`config.mk`:
```
export PLATFORM = sky130hd
export DESIGN_NAME = debounce_multi
export DESIGN_NICKNAME = d
export VERILOG_FILES = /design/src/rtl/debounce_pkg.sv /design/src/rtl/debounce_channel.sv /design/src/rtl/sync_2ff.sv /design/src/rtl/debounce_multi.sv
export SDC_FILE = /design/constraint.sdc
export NUM_CORES = 1
export LEC_CHECK = 0
export ABC_AREA = 1
export BUFFER_PORTS_ARGS = -buffer_cell sky130_fd_sc_hd__buf_4
export CAP_MARGIN = 15
export CELL_PAD_IN_SITES_DETAIL_PLACEMENT = 1
export CELL_PAD_IN_SITES_GLOBAL_PLACEMENT = 1
export CORE_ASPECT_RATIO = 1.75
export CORE_MARGIN = 3
export CORE_UTILIZATION = 30
export DETAILED_ROUTE_END_ITERATION = 10
export GPL_TIMING_DRIVEN = 0
export PLACE_DENSITY = 0.57
export SETUP_SLACK_MARGIN = 0.5
export SLEW_MARGIN = 0
export SYNTH_ARGS = -nofsm -noshare
export SYNTH_HDL_FRONTEND = slang
export SYNTH_SLANG_ARGS = --single-unit
```
`constraint.sdc`:
```
create_clock -name clk -period 3.3 [get_ports clk]
set_input_delay 0 -clock clk [delete_from_list [all_inputs] [get_ports clk]]
set_output_delay 0 -clock clk [all_outputs]
set_load 0.02 [all_outputs]
```
`src/rtl/debounce_pkg.sv`:
```
// rtl/debounce_pkg.sv - shared constants and helpers for the multi-channel debouncer
//
// Purpose : default timing constants for a 50 MHz system clock and the
//           counter-width helper used by every debounce counter.
// Ports   : none (package).
`timescale 1ns/1ps
package debounce_pkg;

   localparam int CLK_HZ        = 50000000;
   localparam int DEBOUNCE_50US = CLK_HZ / 20000;
   localparam int LONG_1S       = CLK_HZ;

   // Width able to hold the value n itself, not just n-1.
   function automatic int cnt_width(input int n);
      return $clog2(n + 1);
   endfunction

endpackage

```
`src/rtl/debounce_channel.sv`:
```
// rtl/debounce_channel.sv - one debounced channel with press/release/long-press pulses
//
// Purpose : saturating stability counter, accept logic, edge pulses and the
//           optional hold counter for a single synchronised, logical input.
// Ports   : clk              - system clock
//           rst_n            - asynchronous active-low reset
//           s                - synchronised logical input, 1 = pressed
//           button_state     - accepted level
//           press_pulse      - one cycle on accepted 0->1
//           release_pulse    - one cycle on accepted 1->0
//           long_press_pulse - one cycle LONG_COUNTS cycles after press_pulse
// Macro   : DEBOUNCE_LONG_PRESS_EN enables the hold counter; otherwise
//           long_press_pulse is tied low.
`timescale 1ns/1ps
module debounce_channel
   import debounce_pkg::*;
#(
   parameter int DELAY_COUNTS = DEBOUNCE_50US,
   parameter int LONG_COUNTS  = LONG_1S
) (
   input  logic clk,
   input  logic rst_n,
   input  logic s,
   output logic button_state,
   output logic press_pulse,
   output logic release_pulse,
   output logic long_press_pulse
);

   localparam int            CW        = cnt_width(DELAY_COUNTS);
   localparam logic [CW-1:0] DELAY_MAX = CW'(DELAY_COUNTS);

   if (DELAY_COUNTS < 1 || LONG_COUNTS < 1) begin : g_bad_param
      $error("debounce_channel: DELAY_COUNTS and LONG_COUNTS must be >= 1");
   end

   logic          prev;
   logic [CW-1:0] count;
   logic          accept;

   // prev has been stable for DELAY_COUNTS+1 samples and differs from
   // what is already reported.
   assign accept = (s == prev) && (count == DELAY_MAX) && (button_state != prev);

   always_ff @(posedge clk or negedge rst_n) begin
      if (!rst_n) begin
         prev          <= 1'b0;
         count         <= '0;
         button_state  <= 1'b0;
         press_pulse   <= 1'b0;
         release_pulse <= 1'b0;
      end else begin
         if (s != prev) begin
            prev  <= s;
            count <= '0;
         end else if (count != DELAY_MAX) begin
            count <= count + CW'(1);
         end
         press_pulse   <= accept & prev;
         release_pulse <= accept & ~prev;
         if (accept) begin
            button_state <= prev;
         end
      end
   end

`ifdef DEBOUNCE_LONG_PRESS_EN
   localparam int            HW       = cnt_width(LONG_COUNTS);
   localparam logic [HW-1:0] LONG_MAX = HW'(LONG_COUNTS);
   localparam logic [HW-1:0] LONG_HIT = HW'(LONG_COUNTS - 1);

   logic [HW-1:0] hold;

   always_ff @(posedge clk or negedge rst_n) begin
      if (!rst_n) begin
         hold <= '0;
      end else if (!button_state || press_pulse) begin
         hold <= '0;
      end else if (hold != LONG_MAX) begin
         hold <= hold + HW'(1);
      end
   end

   // hold reads k-1 in the k-th cycle after press_pulse; saturating at
   // LONG_COUNTS means LONG_HIT is passed only once per press.
   assign long_press_pulse = button_state && !press_pulse && (hold == LONG_HIT);
`else
   assign long_press_pulse = 1'b0;
`endif

endmodule

```
`src/rtl/sync_2ff.sv`:
```
// rtl/sync_2ff.sv - two flip-flop synchroniser for one asynchronous bit
//
// Purpose : brings an asynchronous pin into the clk domain.
// Ports   : clk       - system clock
//           rst_n     - asynchronous active-low reset
//           d         - raw asynchronous input
//           q         - synchronised output (two cycles of latency)
// RESET_VAL lets the caller preload the pin's idle level so that the
// synchroniser does not present a fake edge when reset is released.
`timescale 1ns/1ps
module sync_2ff #(
   parameter logic RESET_VAL = 1'b0
) (
   input  logic clk,
   input  logic rst_n,
   input  logic d,
   output logic q
);

   logic meta;

   always_ff @(posedge clk or negedge rst_n) begin
      if (!rst_n) begin
         meta <= RESET_VAL;
         q    <= RESET_VAL;
      end else begin
         meta <= d;
         q    <= meta;
      end
   end

endmodule

```
`src/rtl/debounce_multi.sv`:
```
// rtl/debounce_multi.sv - parametrised multi-channel push-button/switch debouncer
//
// Purpose : synchronises each raw pin, normalises it to 1 = pressed and
//           debounces it in an independent debounce_channel.
// Ports   : clk              - 50 MHz system clock
//           rst_n            - asynchronous active-low reset
//           button           - raw asynchronous pins [NUM_CH]
//           button_state     - debounced level, 1 = pressed [NUM_CH]
//           press_pulse      - one-cycle accepted press [NUM_CH]
//           release_pulse    - one-cycle accepted release [NUM_CH]
//           long_press_pulse - one-cycle sustained press [NUM_CH]
// Macro   : DEBOUNCE_LONG_PRESS_EN enables long-press detection.
`timescale 1ns/1ps
module debounce_multi
   import debounce_pkg::*;
#(
   parameter int NUM_CH       = 4,
   parameter int DELAY_COUNTS = DEBOUNCE_50US,
   parameter int ACTIVE_LOW   = 1,
   parameter int LONG_COUNTS  = LONG_1S
) (
   input  logic              clk,
   input  logic              rst_n,
   input  logic [NUM_CH-1:0] button,
   output logic [NUM_CH-1:0] button_state,
   output logic [NUM_CH-1:0] press_pulse,
   output logic [NUM_CH-1:0] release_pulse,
   output logic [NUM_CH-1:0] long_press_pulse
);

   // Preload the synchroniser with the released pin level so reset
   // release never looks like an edge.
   localparam logic PIN_IDLE = (ACTIVE_LOW != 0) ? 1'b1 : 1'b0;

   logic [NUM_CH-1:0] sync_q;
   logic [NUM_CH-1:0] s;

   for (genvar i = 0; i < NUM_CH; i++) begin : g_ch
      sync_2ff #(
         .RESET_VAL (PIN_IDLE)
      ) u_sync (
         .clk   (clk),
         .rst_n (rst_n),
         .d     (button[i]),
         .q     (sync_q[i])
      );

      assign s[i] = (ACTIVE_LOW != 0) ? ~sync_q[i] : sync_q[i];

      debounce_channel #(
         .DELAY_COUNTS (DELAY_COUNTS),
         .LONG_COUNTS  (LONG_COUNTS)
      ) u_chan (
         .clk              (clk),
         .rst_n            (rst_n),
         .s                (s[i]),
         .button_state     (button_state[i]),
         .press_pulse      (press_pulse[i]),
         .release_pulse    (release_pulse[i]),
         .long_press_pulse (long_press_pulse[i])
      );
   end

endmodule

```
==> Word level (Yosys, flattened, before mapping) <==
Index checks and enable logic that the tools add are counted.
{ "word_totals": {"regBits": 72, "input_bits": 6, "output_inout_bits": 16} }
{ "classes": {"n_addsub": 4, "n_eq_ne": 20, "muxes": 8, "bitwise_logic": 16, "reduce_logical": 12} }
{ "ops": {"columns": ["cell", "n"], "rows": [
  ["2-to-1 mux 12 bit", 8],
  ["adder 12 x 1 -> 12 bit, second input constant", 4],
  ["== test 12 bit, second input constant", 4],
  ["!= test 12 bit, second input constant", 4],
  ["bitwise AND 1 bit", 8],
  ["logical AND 1 bit", 8],
  ["!= test 1 bit", 8],
  ["NOT 1 bit", 8],
  ["nonzero test 2 bit", 4],
  ["== test 1 bit", 4]
]} }

==> Depth between registers and ports, before layout <==
{ "logic_depth": {"word_depth": 5, "ltp_mapped": 8, "depth_no_buf": 8} }

==> Hierarchy <==
A second synthesis with hierarchy kept.
{ "unflattened": {"cells_unflattened": 528, "area_unflattened_um2": 4022.6} }
{ "by_module_without_submodules": {"columns": ["mod", "instances", "cells_each", "area_per_inst_um2"], "rows": [
  ["debounce_channel at g_ch[0].u_chan ...", 3, 134, 974.7],
  ["debounce_channel at g_ch[1].u_chan", 1, 114, 873.3],
  ["sync_2ff", 4, 2, 52.6],
  ["debounce_multi", 1, 4, 15.0]
]} }

==> Worst setup path after synthesis <==
No wires, ideal clock.
{ "synth_timing": {"path_kind": "flip-flop to flip-flop", "from": "register g_ch[0].u_chan.count[0]", "to": "register g_ch[0].u_chan.button_state", "t_arrival_ns": 1.129, "required_time_ns": 3.182, "slack_ns": 2.052, "stages_incl_launch_ff": 8, "n_path_buf": 0, "synth_period_minus_slack_ns": 1.248, "cell_sequence": "dfrtp_1 > inv_1 > ha_1 > nand2_1 > nor2_1 > nand3_1 > nand2_1 > nand2_1"} }
{ "synth_via": {"elab_chain_len": 3} }
{ "synth_lines": {"columns": ["element", "line", "source"], "rows": [
  ["start, declared", "debounce_channel.sv:38", "logic [CW-1:0] count;"],
  ["start signal, assigned", "debounce_channel.sv:57", "count <= count + CW'(1);"],
  ["== test 12 bit", "debounce_channel.sv:43", "assign accept = (s == prev) && (count == DELAY_MAX) && (button_state != prev);"],
  ["logical AND 1 bit (2 in series)", "debounce_channel.sv:43", null],
  ["end signal, assigned", "debounce_channel.sv:62", "button_state <= prev;"],
  ["end, declared", "debounce_channel.sv:24", "output logic button_state,"]
]} }
Every way passes these cells.
A chain may end at the register's enable or synchronous reset.

==> Final worst setup path <==
{ "layout_timing": {"from": "register g_ch[2].u_chan.count[1]", "to": "register g_ch[2].u_chan.count[10]"} }
{ "layout_via": {"elab_chain_len": 3} }
{ "layout_lines": {"columns": ["element", "line", "source"], "rows": [
  ["start, declared", "debounce_channel.sv:38", null],
  ["start signal, assigned", "debounce_channel.sv:57", null],
  ["adder 12 x 1 -> 12 bit", "debounce_channel.sv:57", null],
  ["2-to-1 mux 12 bit", "debounce_channel.sv:56", "end else if (count != DELAY_MAX) begin"],
  ["2-to-1 mux 12 bit", "debounce_channel.sv:53", "if (s != prev) begin"]
]} }
Parallel ways exist; a longest one is shown, timed or not. The select of a mux whose other input is x is not followed.

==> results.toml <==
[status]
status = "complete, no violations"

[synthesis]
synth_area_um2 = 3920
synthDominantCellAreaShare_pct = 40.9
synth_cell_types = 21
synth_area_leaders = "dfrtp_1, nand2_1, inv_1, nor2_1, nand3_1"
ys_seq_elements = 72
avgSynthCellArea_um2 = 7.40
synthXorXnorAreaFrac_pct = 0
synth.top_cells.by_count = "nand2_1, inv_1, nor2_1, dfrtp_1, nand3_1"
yosys_warnings = 0
synth_fa_ha_area_share_pct = 2.55
synthArstFlopShare_pct = 100
yosysMostFrequentCell = "nand2_1"
yosysSeqAreaShare_pct = 46.2
synthCells = 530
synthFlopType = "dfrtp_1"
synth-edff-count = 0
synth_compound_area_share_pct = 4.25
synthSimpleGateAreaFrac_pct = 35.0
synth_top_family_by_area = "simple AND/OR/NAND/NOR gates"
synth_mux_area_share_pct = 0
synth_top_cell_by_area = "dfrtp_1"

[place]
io_buffers = 17
gp_congestion = 0.801
dp_cells = 718
dp_slack_ns = 1.79
dp_hpwl_mm = 6.87

[worst_setup_path]
cp_common_cell = "nand2_1"
path_cells = "ha_1 > inv_1 > nor2_2 > nand3_1 > nand2_1 > nand2_1 > nand2_1 > inv_1"
slowest_delay_ns = 0.41
cp-start-kind = "flip-flop"
end_kind = "flip-flop"
worstPathMaxFanout = 5
cp.required_ns = 3.53
critPathKind = "flip-flop to flip-flop"
critPathSlowestCell = "dfrtp_1"
reg2regPathDepth = 8
crit_arrival_ns = 1.70

[clock_network]
clock_latency_ns = 0.34
clock_sink_count = 72
cts_resized = 0
cts-root-buf = "clkbuf_16"
clockBufferDepth = 2
cts_tree = "built"
clk_pin_slew_worst_paths_ns = 0.06
htreeDepth = 3
cts_buffers = 9

[power_and_ir_drop]
p_switching_uw = 473
clock_power_share_pct = 47.0
p_leak_uw = 0.00231
p_sw_share_pct = 23.6
comb_power_share_pct = 6.6
peakVddDrop_v = 0.000215
p_seq_share_pct = 46.4
p_int_uw = 1530
power_density_nw_per_um2 = 435

[hold_path]
hold_class = "input port to flip-flop"
hold_depth = 2

[cells_and_area]
regArea_um2 = 1810
insertedDiodeCount = 0
multiInputGateArea_um2 = 1650
fin_cells = 739
fin_nets = 580
area_growth_pct = 17.4
layout-drive-gt1-share_pct = 14.7
postLayoutCoreUtil_pct = 36.4
fill_cells = 1593

[floorplanning]
boundaryPins = 22
dieArea_um2 = 14500
die_w_um = 92.4
initial_core_util_pct = 31.0
coreArea_um2 = 12600
fp-row-count = 54
die_y_um = 157

[timing]
min_period_ns = 1.47
fmax_mhz = 681
clock_skew_ns = 0.00992
rsz0062_at_grt = "no"
totalNegativeSetupSlack_ns = 0
worst_pin_slew_ns = 0.944
fin_crit_sh_pct = 44.5
slew_violations = 0
maxSlewHeadroom_pct = 37.1
finalSetupViolations = 0
hold_violations = 0
hold_ws_ns = 0.314
fin_ws_ns = 1.83

[detailed_routing]
avgRoutedWirePerCell_um = 12.6
vias = 3349
antenna_left = 0
finalWirelength_mm = 9.29
first_pass_iters = 4
drtIter0Drc = 70
remaining_drc_errors = 0
viasPerCell = 4.53

[flow_run]
cap_violations = 0

[global_routing]
antenna_found_initial = 0
grt_overflow = 0
grt_pass1_vias = 3587
grt_pass1_wl_mm = 16.5
grt_max_degree = 73
grt_use_total_pct = 14.1
## flip-flops by register name (all words and copies together) (netlist names)
| name | count |
|---|---|
| g_ch.u_chan.prev | 4 |
| g_ch.u_sync.q | 4 |
| g_ch.u_chan.button_state | 4 |
| g_ch.u_chan.release_pulse | 4 |
| g_ch.u_chan.count | 48 |
| g_ch.u_chan.press_pulse | 4 |
| g_ch.u_sync.meta | 4 |
## stage by stage
step	area (um2)	total power (uW)
5_1_grt	4600	2110
2_1_floorplan	3930	1020
3_5_place_dp	4270	1080
6_report	4600	2000
4_1_cts	4600	2030
3_3_place_gp	4270	1070
## routing by layer
layer | wire length, um | track usage, % | share of wire (%) | vias up
li1 | - | - | - | 1700
met1 | 3880 | 15.5 | 42 | 1610
met2 | 5080 | 26.8 | 55 | 28
met3 | 186 | 2.49 | 2.0 | 11
met4 | 138 | 5.17 | 1.5 | 0
met5 | 0 | 0 | 0 | -
## final cells by class
| type | count | share of cell area [%] |
|---|---|---|
| multi-input cells | 361 | 36.0 |
| inverters | 77 | 6.28 |
| well taps | 168 | 4.57 |
| flip-flops and latches | 72 | 39.4 |
| plain buffers | 23 | 3.83 |
| clock buffers | 16 | 6.12 |
| repair buffers | 22 | 3.86 |
## power groups by stage
stage | Clock [uW] | Combinational [uW] | Sequential [uW]
after global placement | 0 | 129 | 943
after CTS | 968 | 138 | 928
after detailed placement | 0 | 133 | 944
final | 940 | 132 | 928
after global routing | 1020 | 155 | 932
after floorplan | 0 | 83.8 | 938
## critical path, delay by kind of cell (launching register included)
| kind | cells | cell delay [ns] |
|---|---|---|
| flip-flops | 1 | 0.41 |
| AND/OR/NAND/NOR | 5 | 0.53 |
| adder cells (fa/ha/maj) | 1 | 0.30 |
| buffers and inverters | 2 | 0.12 |
## kinds of logic (layout without fill, tap and decap cells)
kind of cell / after synthesis / after routing
DFF: 72 / 72
and+or+nand+nor: 316 / 316
adders and majority gates: 8 / 8
other: 1 / 4
AOI/OAI and AO/OA: 33 / 33
buffers and inverters: 100 / 138
## path summary, 6_finish.rpt
path                                                     startpoint                              endpoint  slack (ns)
worst min-delay path                                      button[0]         g_ch[0].u_sync.meta$_DFF_PN1_        0.31
worst max-delay path            g_ch[2].u_chan.count[1]$_DFFE_PN0P_  g_ch[2].u_chan.count[10]$_DFFE_PN0P_        1.83
min in group asynchronous                                     rst_n   g_ch[2].u_chan.count[0]$_DFFE_PN0P_        0.36
worst min register to register        g_ch[1].u_sync.meta$_DFF_PN1_            g_ch[1].u_sync.q$_DFF_PN1_        0.35
max in group asynchronous                                     rst_n   g_ch[1].u_chan.count[5]$_DFFE_PN0P_        2.32
worst max register to register  g_ch[2].u_chan.count[1]$_DFFE_PN0P_  g_ch[2].u_chan.count[10]$_DFFE_PN0P_        1.83
## timing repair
item,in CTS,in global routing
hold buffers,5,0
endpoints found under the hold margin,68,0
buffers inserted,0,0
## cells in the final DEF (no fill, tap or decap), drive strengths merged
cell	netlist	routed
nand3	50	50
dfstp	8	8
inv	77	77
or2	4	4
o21ai	13	13
nand4	18	18
clkbuf	1	17
dfrtp	64	64
dlygate4sd3	0	5
buf	22	39
a31oi	1	1
ha	8	8
nor2	90	90
a21oi	19	19
nor3	3	3
nand2	151	151
conb	1	4
Power figures use the tool's default switching activity.
